File: src/rtl/uart_pkg.sv
// ---------------------------------------------------------------------------
// uart_pkg
// Shared definitions for the FTDI UART receive path.
//   uart_rx_state_t      receiver FSM states
//   UART_DATA_BITS       payload bits per frame
//   CLKS_PER_BIT_115200  12 MHz board clock / 115200 baud
// ---------------------------------------------------------------------------
package uart_pkg;

    localparam int UART_DATA_BITS      = 8;
    localparam int CLKS_PER_BIT_115200 = 104;

    typedef enum logic [2:0] {
        IDLE,
        START,
        DATA,
        PARITY,
        STOP,
        BREAK
    } uart_rx_state_t;

endpackage

File: src/rtl/sync_ff.sv
// ---------------------------------------------------------------------------
// sync_ff
// N-stage metastability synchroniser for an asynchronous single-bit input.
// All flops reset to 1, so an idle-high serial line reads as idle straight
// out of reset.
//   clk    in   destination clock
//   rst_n  in   asynchronous active-low reset
//   d      in   asynchronous input
//   q      out  synchronised output (STAGES cycles of latency)
// ---------------------------------------------------------------------------
module sync_ff #(
    parameter int STAGES = 2
) (
    input  logic clk,
    input  logic rst_n,
    input  logic d,
    output logic q
);

    logic [STAGES-1:0] sync_q;
    logic [STAGES-1:0] sync_d;

    always_comb begin
        sync_d = {sync_q[STAGES-2:0], d};
    end

    always_ff @(posedge clk or negedge rst_n) begin
        if (!rst_n) begin
            sync_q <= '1;
        end else begin
            sync_q <= sync_d;
        end
    end

    assign q = sync_q[STAGES-1];

endmodule

File: src/rtl/uart_rx.sv
// ---------------------------------------------------------------------------
// uart_rx
// UART receiver for the FTDI serial link (8N1, or 8E1 when the build macro
// UART_RX_PARITY_EN is defined). Bytes land in a one-entry holding register
// read through a valid/ready handshake.
//   clk         in   system clock
//   rst_n       in   asynchronous active-low reset
//   ftdi_rx     in   serial input, idle high, asynchronous to clk
//   rx_data     out  received byte, stable while rx_valid is high
//   rx_valid    out  holding register full
//   rx_ready    in   consumer takes the byte when rx_valid && rx_ready
//   frame_err   out  one-cycle pulse: stop bit sampled low
//   overrun     out  one-cycle pulse: byte dropped, holding register full
//   busy        out  FSM not in IDLE
//   parity_err  out  (UART_RX_PARITY_EN only) one-cycle pulse: bad parity
// ---------------------------------------------------------------------------
module uart_rx
    import uart_pkg::*;
#(
    parameter int CLKS_PER_BIT = CLKS_PER_BIT_115200,
    parameter int SYNC_STAGES  = 2
) (
    input  logic       clk,
    input  logic       rst_n,
    input  logic       ftdi_rx,
    output logic [7:0] rx_data,
    output logic       rx_valid,
    input  logic       rx_ready,
    output logic       frame_err,
    output logic       overrun,
`ifdef UART_RX_PARITY_EN
    output logic       parity_err,
`endif
    output logic       busy
);

    localparam int CNT_W = $clog2(CLKS_PER_BIT);
    localparam logic [CNT_W-1:0] CNT_LAST = CNT_W'(CLKS_PER_BIT - 1);
    localparam logic [CNT_W-1:0] CNT_MID  = CNT_W'(CLKS_PER_BIT / 2 - 1);

    logic rx_s;

    uart_rx_state_t            state_q, state_d;
    logic [CNT_W-1:0]          cnt_q, cnt_d;
    logic [2:0]                bit_idx_q, bit_idx_d;
    logic [UART_DATA_BITS-1:0] shift_q, shift_d;
    logic [UART_DATA_BITS-1:0] data_q, data_d;
    logic                      valid_q, valid_d;
    logic                      frame_err_q, frame_err_d;
    logic                      overrun_q, overrun_d;
    logic                      byte_done;
    logic                      cnt_tick;
`ifdef UART_RX_PARITY_EN
    logic                      par_bad_q, par_bad_d;
    logic                      parity_err_q, parity_err_d;
`endif

    sync_ff #(
        .STAGES (SYNC_STAGES)
    ) u_sync (
        .clk   (clk),
        .rst_n (rst_n),
        .d     (ftdi_rx),
        .q     (rx_s)
    );

    always_comb begin
        state_d     = state_q;
        cnt_d       = cnt_q;
        bit_idx_d   = bit_idx_q;
        shift_d     = shift_q;
        data_d      = data_q;
        valid_d     = valid_q;
        frame_err_d = 1'b0;
        overrun_d   = 1'b0;
        byte_done   = 1'b0;
        cnt_tick    = (cnt_q == CNT_LAST);
`ifdef UART_RX_PARITY_EN
        par_bad_d    = par_bad_q;
        parity_err_d = 1'b0;
`endif

        case (state_q)
            IDLE: begin
                if (!rx_s) begin
                    cnt_d   = '0;
                    state_d = START;
                end
            end
            START: begin
                // Re-check the line at mid start bit to reject short glitches.
                if (cnt_q == CNT_MID) begin
                    cnt_d = '0;
                    if (!rx_s) begin
                        bit_idx_d = 3'd0;
                        state_d   = DATA;
                    end else begin
                        state_d = IDLE;
                    end
                end else begin
                    cnt_d = cnt_q + 1'b1;
                end
            end
            DATA: begin
                if (cnt_tick) begin
                    cnt_d     = '0;
                    shift_d   = {rx_s, shift_q[UART_DATA_BITS-1:1]};
                    bit_idx_d = bit_idx_q + 3'd1;
                    if (bit_idx_q == 3'd7) begin
`ifdef UART_RX_PARITY_EN
                        state_d = PARITY;
`else
                        state_d = STOP;
`endif
                    end
                end else begin
                    cnt_d = cnt_q + 1'b1;
                end
            end
`ifdef UART_RX_PARITY_EN
            PARITY: begin
                if (cnt_tick) begin
                    cnt_d        = '0;
                    // Even parity: data bits plus parity bit XOR to zero.
                    par_bad_d    = (^shift_q) ^ rx_s;
                    parity_err_d = (^shift_q) ^ rx_s;
                    state_d      = STOP;
                end else begin
                    cnt_d = cnt_q + 1'b1;
                end
            end
`endif
            STOP: begin
                if (cnt_tick) begin
                    cnt_d = '0;
                    if (rx_s) begin
                        // Leave at mid-stop so a back-to-back start edge is seen.
                        state_d = IDLE;
`ifdef UART_RX_PARITY_EN
                        byte_done = !par_bad_q;
`else
                        byte_done = 1'b1;
`endif
                    end else begin
                        frame_err_d = 1'b1;
                        state_d     = BREAK;
                    end
                end else begin
                    cnt_d = cnt_q + 1'b1;
                end
            end
            BREAK: begin
                // Wait out a held-low line instead of decoding it as 0x00 frames.
                if (rx_s) begin
                    state_d = IDLE;
                end
            end
            default: begin
                state_d = IDLE;
            end
        endcase

        if (valid_q && rx_ready) begin
            valid_d = 1'b0;
        end
        if (byte_done) begin
            if (!valid_q || rx_ready) begin
                data_d  = shift_q;
                valid_d = 1'b1;
            end else begin
                overrun_d = 1'b1;
            end
        end
    end

    always_ff @(posedge clk or negedge rst_n) begin
        if (!rst_n) begin
            state_q     <= IDLE;
            cnt_q       <= '0;
            bit_idx_q   <= 3'd0;
            shift_q     <= '0;
            data_q      <= '0;
            valid_q     <= 1'b0;
            frame_err_q <= 1'b0;
            overrun_q   <= 1'b0;
        end else begin
            state_q     <= state_d;
            cnt_q       <= cnt_d;
            bit_idx_q   <= bit_idx_d;
            shift_q     <= shift_d;
            data_q      <= data_d;
            valid_q     <= valid_d;
            frame_err_q <= frame_err_d;
            overrun_q   <= overrun_d;
        end
    end

`ifdef UART_RX_PARITY_EN
    always_ff @(posedge clk or negedge rst_n) begin
        if (!rst_n) begin
            par_bad_q    <= 1'b0;
            parity_err_q <= 1'b0;
        end else begin
            par_bad_q    <= par_bad_d;
            parity_err_q <= parity_err_d;
        end
    end

    assign parity_err = parity_err_q;
`endif

    assign rx_data   = data_q;
    assign rx_valid  = valid_q;
    assign frame_err = frame_err_q;
    assign overrun   = overrun_q;
    assign busy      = (state_q != IDLE);

endmodule
File: config.mk
export PLATFORM = sky130hd
export DESIGN_NAME = uart_rx
export DESIGN_NICKNAME = d
export VERILOG_FILES = /design/src/rtl/uart_pkg.sv /design/src/rtl/sync_ff.sv /design/src/rtl/uart_rx.sv
export SDC_FILE = /design/constraint.sdc
export NUM_CORES = 1
export LEC_CHECK = 0
export ABC_AREA = 1
export CAP_MARGIN = 25
export CORE_UTILIZATION = 56
export CTS_CLUSTER_SIZE = 12
export DETAILED_ROUTE_END_ITERATION = 6
export GPL_TIMING_DRIVEN = 1
export PLACE_DENSITY = 0.78
export RECOVER_POWER = 50
export SETUP_SLACK_MARGIN = 0.02
export SLEW_MARGIN = 15
export SYNTH_ARGS = -nofsm -noshare
export SYNTH_HDL_FRONTEND = slang
export SYNTH_HIERARCHICAL = 1
export SYNTH_SLANG_ARGS = --single-unit
File: constraint.sdc
create_clock -name clk -period 1.8 [get_ports clk]
set_input_delay 0.36 -clock clk [delete_from_list [all_inputs] [get_ports clk]]
set_output_delay 0.36 -clock clk [all_outputs]
set_load 0.03 [all_outputs]
After elaboration in Yosys (flattened, before gate mapping)
Index checks and enable logic that the tools add are counted.
{"block": "op_classes", "addsub": 2, "eq_ne": 14, "mux": 28, "reduce_logical": 13}
{"operator": "$mux 3", "count": 10}
{"operator": "$mux 7", "count": 3}
{"operator": "$pmux 7 s3", "count": 1}
{"operator": "$pmux 3 s5", "count": 1}
{"operator": "$ne 2x2->1 const B", "count": 6}
{"operator": "$mux 1", "count": 11}
{"operator": "$eq 3x3->1 const B", "count": 3}
{"operator": "$add 7x1->7 const B", "count": 1}
{"operator": "$eq 7x6->1 const B", "count": 1}
{"operator": "$eq 7x7->1 const B", "count": 1}
{"operator": "$pmux 3 s2", "count": 1}
{"operator": "$reduce_and 2->1", "count": 3}
{"operator": "$reduce_and 6->1", "count": 1}
{"operator": "$reduce_bool 3->1", "count": 2}
{"operator": "$reduce_and 4->1", "count": 1}
{"operator": "$add 3x1->3 const B", "count": 1}
{"operator": "$eq 3x1->1 const B", "count": 1}
{"operator": "$eq 3x2->1 const B", "count": 1}
{"operator": "$logic_not 3->1", "count": 1}
{"operator": "$mux 2", "count": 1}
{"operator": "$ne 2x1->1 const B", "count": 1}
{"operator": "$reduce_bool 2->1", "count": 1}
{"operator": "$reduce_or 2->1", "count": 1}
{"operator": "$logic_and 1x1->1", "count": 1}
{"operator": "2 further kinds", "count": 2}
{"block": "word_totals", "regBits": 34, "out_inout_bits": 12, "wordCells": 66}

Longest topological paths before layout
Gate-level depths: netlist (run 1).
{"block": "depth", "depth_word": 4, "depth_mapped": 10}

Cells and area by module
Netlist (run 1), hierarchy kept.
{"mod": "uart_rx", "n_inst": 1, "cells_per_inst": 194, "area_per_inst_um2": 1689.1}
{"mod": "sync_ff", "n_inst": 1, "cells_per_inst": 2, "area_per_inst_um2": 52.6}

Least setup slack after synthesis (run 1)
Ideal clock, no wire load.
{"block": "synth_path", "path_type": "register -> register", "startpoint": "register cnt_q[0]", "endpoint": "register data_q[6], in the netlist rx_data[6]", "setup_time_ns": 0.118, "arrival_ns": 1.260, "required_time_ns": 1.682, "slack_ns": 0.422, "path_stages_with_launch": 10, "path_buffers": 1, "synth_period_minus_slack_ns": 1.378, "path_cell_list": "dfrtp_1 ha_1 nand2_2 inv_2 nand2_4 nor2_8 nand3_4 buf_6 nand2_2 o21ai_2"}
{"block": "synth_between", "elab_chain_len": 4}
{"item": "start: declaration", "line_no": "uart_rx.sv:44", "text": "logic [CNT_W-1:0] cnt_q, cnt_d;"}
{"item": "start signal: assignment", "line_no": "uart_rx.sv:188", "text": "cnt_q <= cnt_d;"}
{"item": "$eq 7x7->1", "line_no": "uart_rx.sv:77", "text": "cnt_tick = (cnt_q == CNT_LAST);"}
{"item": "$mux 1", "line_no": "uart_rx.sv:134", "text": "if (cnt_tick) begin"}
{"item": "$mux 1", "line_no": "uart_rx.sv:83", "text": "case (state_q)"}
{"item": "$reduce_and 2->1 (no source line)"}
{"item": "end signal: assignment", "line_no": "uart_rx.sv:191", "text": "data_q <= data_d;"}
{"item": "end: declaration", "line_no": "uart_rx.sv:47", "text": "logic [UART_DATA_BITS-1:0] data_q, data_d;"}
No other way between the ends.
A chain may end at the register's enable or synchronous reset.

Final worst setup path (run 1)
{"block": "layout_path", "startpoint": "register data_q[2], in the netlist rx_data[2]", "endpoint": "output rx_data[2]"}
{"item": "end: declaration", "line_no": "uart_rx.sv:26", "text": "output logic [7:0] rx_data,"}
No word-level cell between the ends.

==> results.py, run 1 <==
metrics = {
    "status": {
        "status": "finished, violations left",
        "violations": "DRC",
    },
    "clock_network": {
        "cts_tree": "done",
        "cts_max_level": 2,
        "post_cts_buffers": 0,
        "clockBufferDepth": 2,
        "worstSkewPairLatency_ns": 0.33,
        "numCtsBuffers": 5,
        "cts.sinks": 34,
        "path_clk_slew_ns": 0.11,
        "postCtsHoldBufs": 0,
        "root_buffer": "clkbuf_4",
    },
    "cells_and_area": {
        "n_antenna_cell": 0,
        "stdcell_count": 249,
        "final_util_pct": 70.75,
        "area_growth_pct": 15.88,
        "nNetsFinal": 224,
        "final_layout_size_suffix_gt1_share_pct": 24.31,
        "final_area_um2": 2018,
    },
    "logic_synthesis": {
        "synthArstFlopShare_pct": 100.0,
        "synth_edf_count": 0,
        "synth_cells": 196,
        "synth_common_cells": "nand2_1 (60), dfrtp_1 (32), inv_1 (20), nand3_1 (16), o21ai_2 (16)",
        "synth.net_count": 203,
        "ys_warn_count": 6,
        "synthTopCellsByArea": "dfrtp_1 (46%), nand2_1 (13%), o21ai_2 (8.0%), nand3_1 (4.6%), inv_1 (4.3%)",
        "ys_seq_area_share_pct": 48.99,
        "synth_largest_area_cell": "dfrtp_1",
        "synth_flop_cell": "dfrtp_1",
        "synth_most_common_cell": "nand2_1",
        "synth_top_area_share_pct": 45.98,
        "synth-seq-cells": 34,
        "avgSynthCellArea_um2": 8.886,
        "synth_cell_type_count": 24,
        "syn_area_um2": 1742,
    },
    "grt": {
        "grt_max_degree": 35,
        "grt_pass1_vias": 1276,
        "grt_use_total_pct": 21.97,
        "antenna_found_initial": 0,
        "grt_pass1_wl_mm": 5.416,
        "grt.overflow.total": 0,
    },
    "routing": {
        "drt-total-wl_mm": 3.221,
        "wl_met1_mm": 1.439,
        "post_drt_wl_per_cell_um": 12.94,
        "firstDrtPassIters": 6,
        "drtIter0Drc": 72,
        "ant_nets": 0,
        "wl_met2_mm": 1.569,
        "via_per_inst": 5.337,
        "routed-via-count": 1329,
        "top_layer_used": "met4",
        "post-route-drc-count": 3,
        "wl_met3_um": 162,
    },
    "worst_setup_path": {
        "path_buf_inv": 1,
        "criticalPathCategory": "reg2out",
        "path_cells": "clkdlybuf4s50_1",
        "crit_path_start_kind": "flop",
        "arrival_ns": 1.37,
        "crit_required_ns": 1.44,
        "crit_family": "buffers and inverters",
        "slowest_delay_ns": 0.67,
        "crit_path_top_delay_cell": "clkdlybuf4s50_1",
        "worstPathMaxFanout": 2,
        "endpoint_kind": "output pin",
    },
    "timing": {
        "setup_viol": 0,
        "fin_ws_ns": 0.07170,
        "hold_violations": 0,
        "fin_crit_sh_pct": 96.02,
        "slew_violations": 0,
        "hold_ws_ns": 0.3654,
        "fin_setup_tns_ns": 0,
        "tightest_slew_ns": 0.8192,
        "finalClockSkew_ns": 0.008026,
        "fmax_mhz": 578.6,
        "period_needed_ns": 1.728,
        "relSlewSlack_pct": 45.39,
        "rsz0062_at_grt": "no",
    },
    "die": {
        "io_pins": 16,
        "start_util_pct": 61.05,
        "die_h_um": 57.77,
        "coreArea_um2": 2853,
        "rows": 19,
        "die_w_um": 57.77,
        "die_area_um2": 3337,
    },
    "pwr": {
        "ir_drop_mv": 0.5672,
        "power_density_nw_per_um2": 756.8,
        "power.leakage_nw": 1.106,
        "power_mw": 1.527,
    },
    "place": {
        "dp_cells": 241,
        "post_dp_cell_area_um2": 1916,
        "dp_slack_ns": 0.1587,
        "routabilityCongestion": 0.9441,
        "hpwlAfterDp_mm": 2.344,
        "io_buffers": 15,
    },
    "run": {
        "cap_violations": 0,
    },
    "hold_path": {
        "hp-class": "reg2reg",
    },
}
[report_power, final]
part	internal, mW	switching (mW)	total, mW
Sequential	0.768	0.00147	0.769
Combinational	0.00685	0.0190	0.0258
Clock	0.471	0.262	0.732
[worst reg2reg max path, cell delays in order, from the launching register on]
cell and delay, ns:
dfrtp_1 0.40, ha_1 0.25, nand2_2 0.10, inv_2 0.09, nand2_4 0.06, nor2_8 0.12, nand2_4 0.17, nand2_1 0.10
nand2_1 0.08, nand2_1 0.07, nand2_1 0.04
[cell type report]
class                           count  area (um^2)
Clock inverter                      2        60.06
Inverter                           24        90.09
Tap cell                           31        38.79
Clock buffer                        6        51.30
Sequential cell                    34        854.6
Multi-Input combinational cell    136        775.7
Timing Repair Buffer               16        147.6
Fill cell                         233        834.6
[sequential cells by signal, summed over array words and instances, names as in the netlist]
register       flops
bit_idx_q          3
rx_valid           1
shift_q            8
frame_err          1
overrun            1
cnt_q              7
rx_data            8
u_sync/sync_q      2
state_q            3
[layout by cell type (no fill, tap or decap), types with 3 or more instances in the layout]
cell             count
inv_1               20
inv_2                4
nand2_4              3
nor2_2               3
nand4_1              4
o21ai_2             16
clkdlybuf4s50_1      6
nand2_1             60
nand2_2              8
clkbuf_4             5
nand3_1             16
ha_1                 3
dfrtp_1             31
dlymetal6s2s_1       4
nor2_1              12
[kinds of logic (layout without fill, tap and decap cells)]
logic type | count (synthesis) | in the layout | share of synthesized area (%)
adder cells (fa/ha/maj) | 3 | 3 | 2.155
AO/OA/AOI/OAI | 19 | 19 | 9.698
flip-flops | 34 | 34 | 48.99
buffers and inverters | 26 | 48 | 6.465
XOR/XNOR | 1 | 1 | 0.5030
AND/OR/NAND/NOR | 113 | 113 | 32.18
[final timing paths]
path | start | cells past startpoint | endpoint | slack (ns)
worst min register to register | u_sync/sync_q[0] | 0 | u_sync/sync_q[1] | 0.37
worst max-delay path | rx_data[2] | 1 | rx_data[2] | 0.07
worst min-delay path | u_sync/sync_q[0] | 0 | u_sync/sync_q[1] | 0.37
worst max register to register | cnt_q[0] | 10 | bit_idx_q[2] | 0.22
max in group asynchronous | rst_n | 2 | state_q[1] | 0.60
min in group asynchronous | rst_n | 2 | cnt_q[5] | 0.63
[routing by layer]
metal / vias to the layer above / GRT usage [%]
li1: 662 / -
met1: 620 / 26.60
met2: 38 / 36.88
met3: 9 / 6.250
met4: 0 / 9.524
met5: - / 0
[what timing repair did]
item | in CTS | in global routing
setup endpoints to repair | 1 | 7
resized for setup | 2 | 8
gates cloned | 0 | 0
(Power assumes the default switching activity.)
==> run 2: changes to the inputs <==
--- a/config.mk
+++ b/config.mk
@@ -6,6 +6,7 @@
 export NUM_CORES = 1
 export LEC_CHECK = 0
 export ABC_AREA = 1
+export ABC_CLOCK_PERIOD_IN_PS = 1800
 export CAP_MARGIN = 25
 export CORE_UTILIZATION = 56
 export CTS_CLUSTER_SIZE = 12
==> results of run 2 <==
No change in the layout: final DEF, timing and power equal those of run 1.
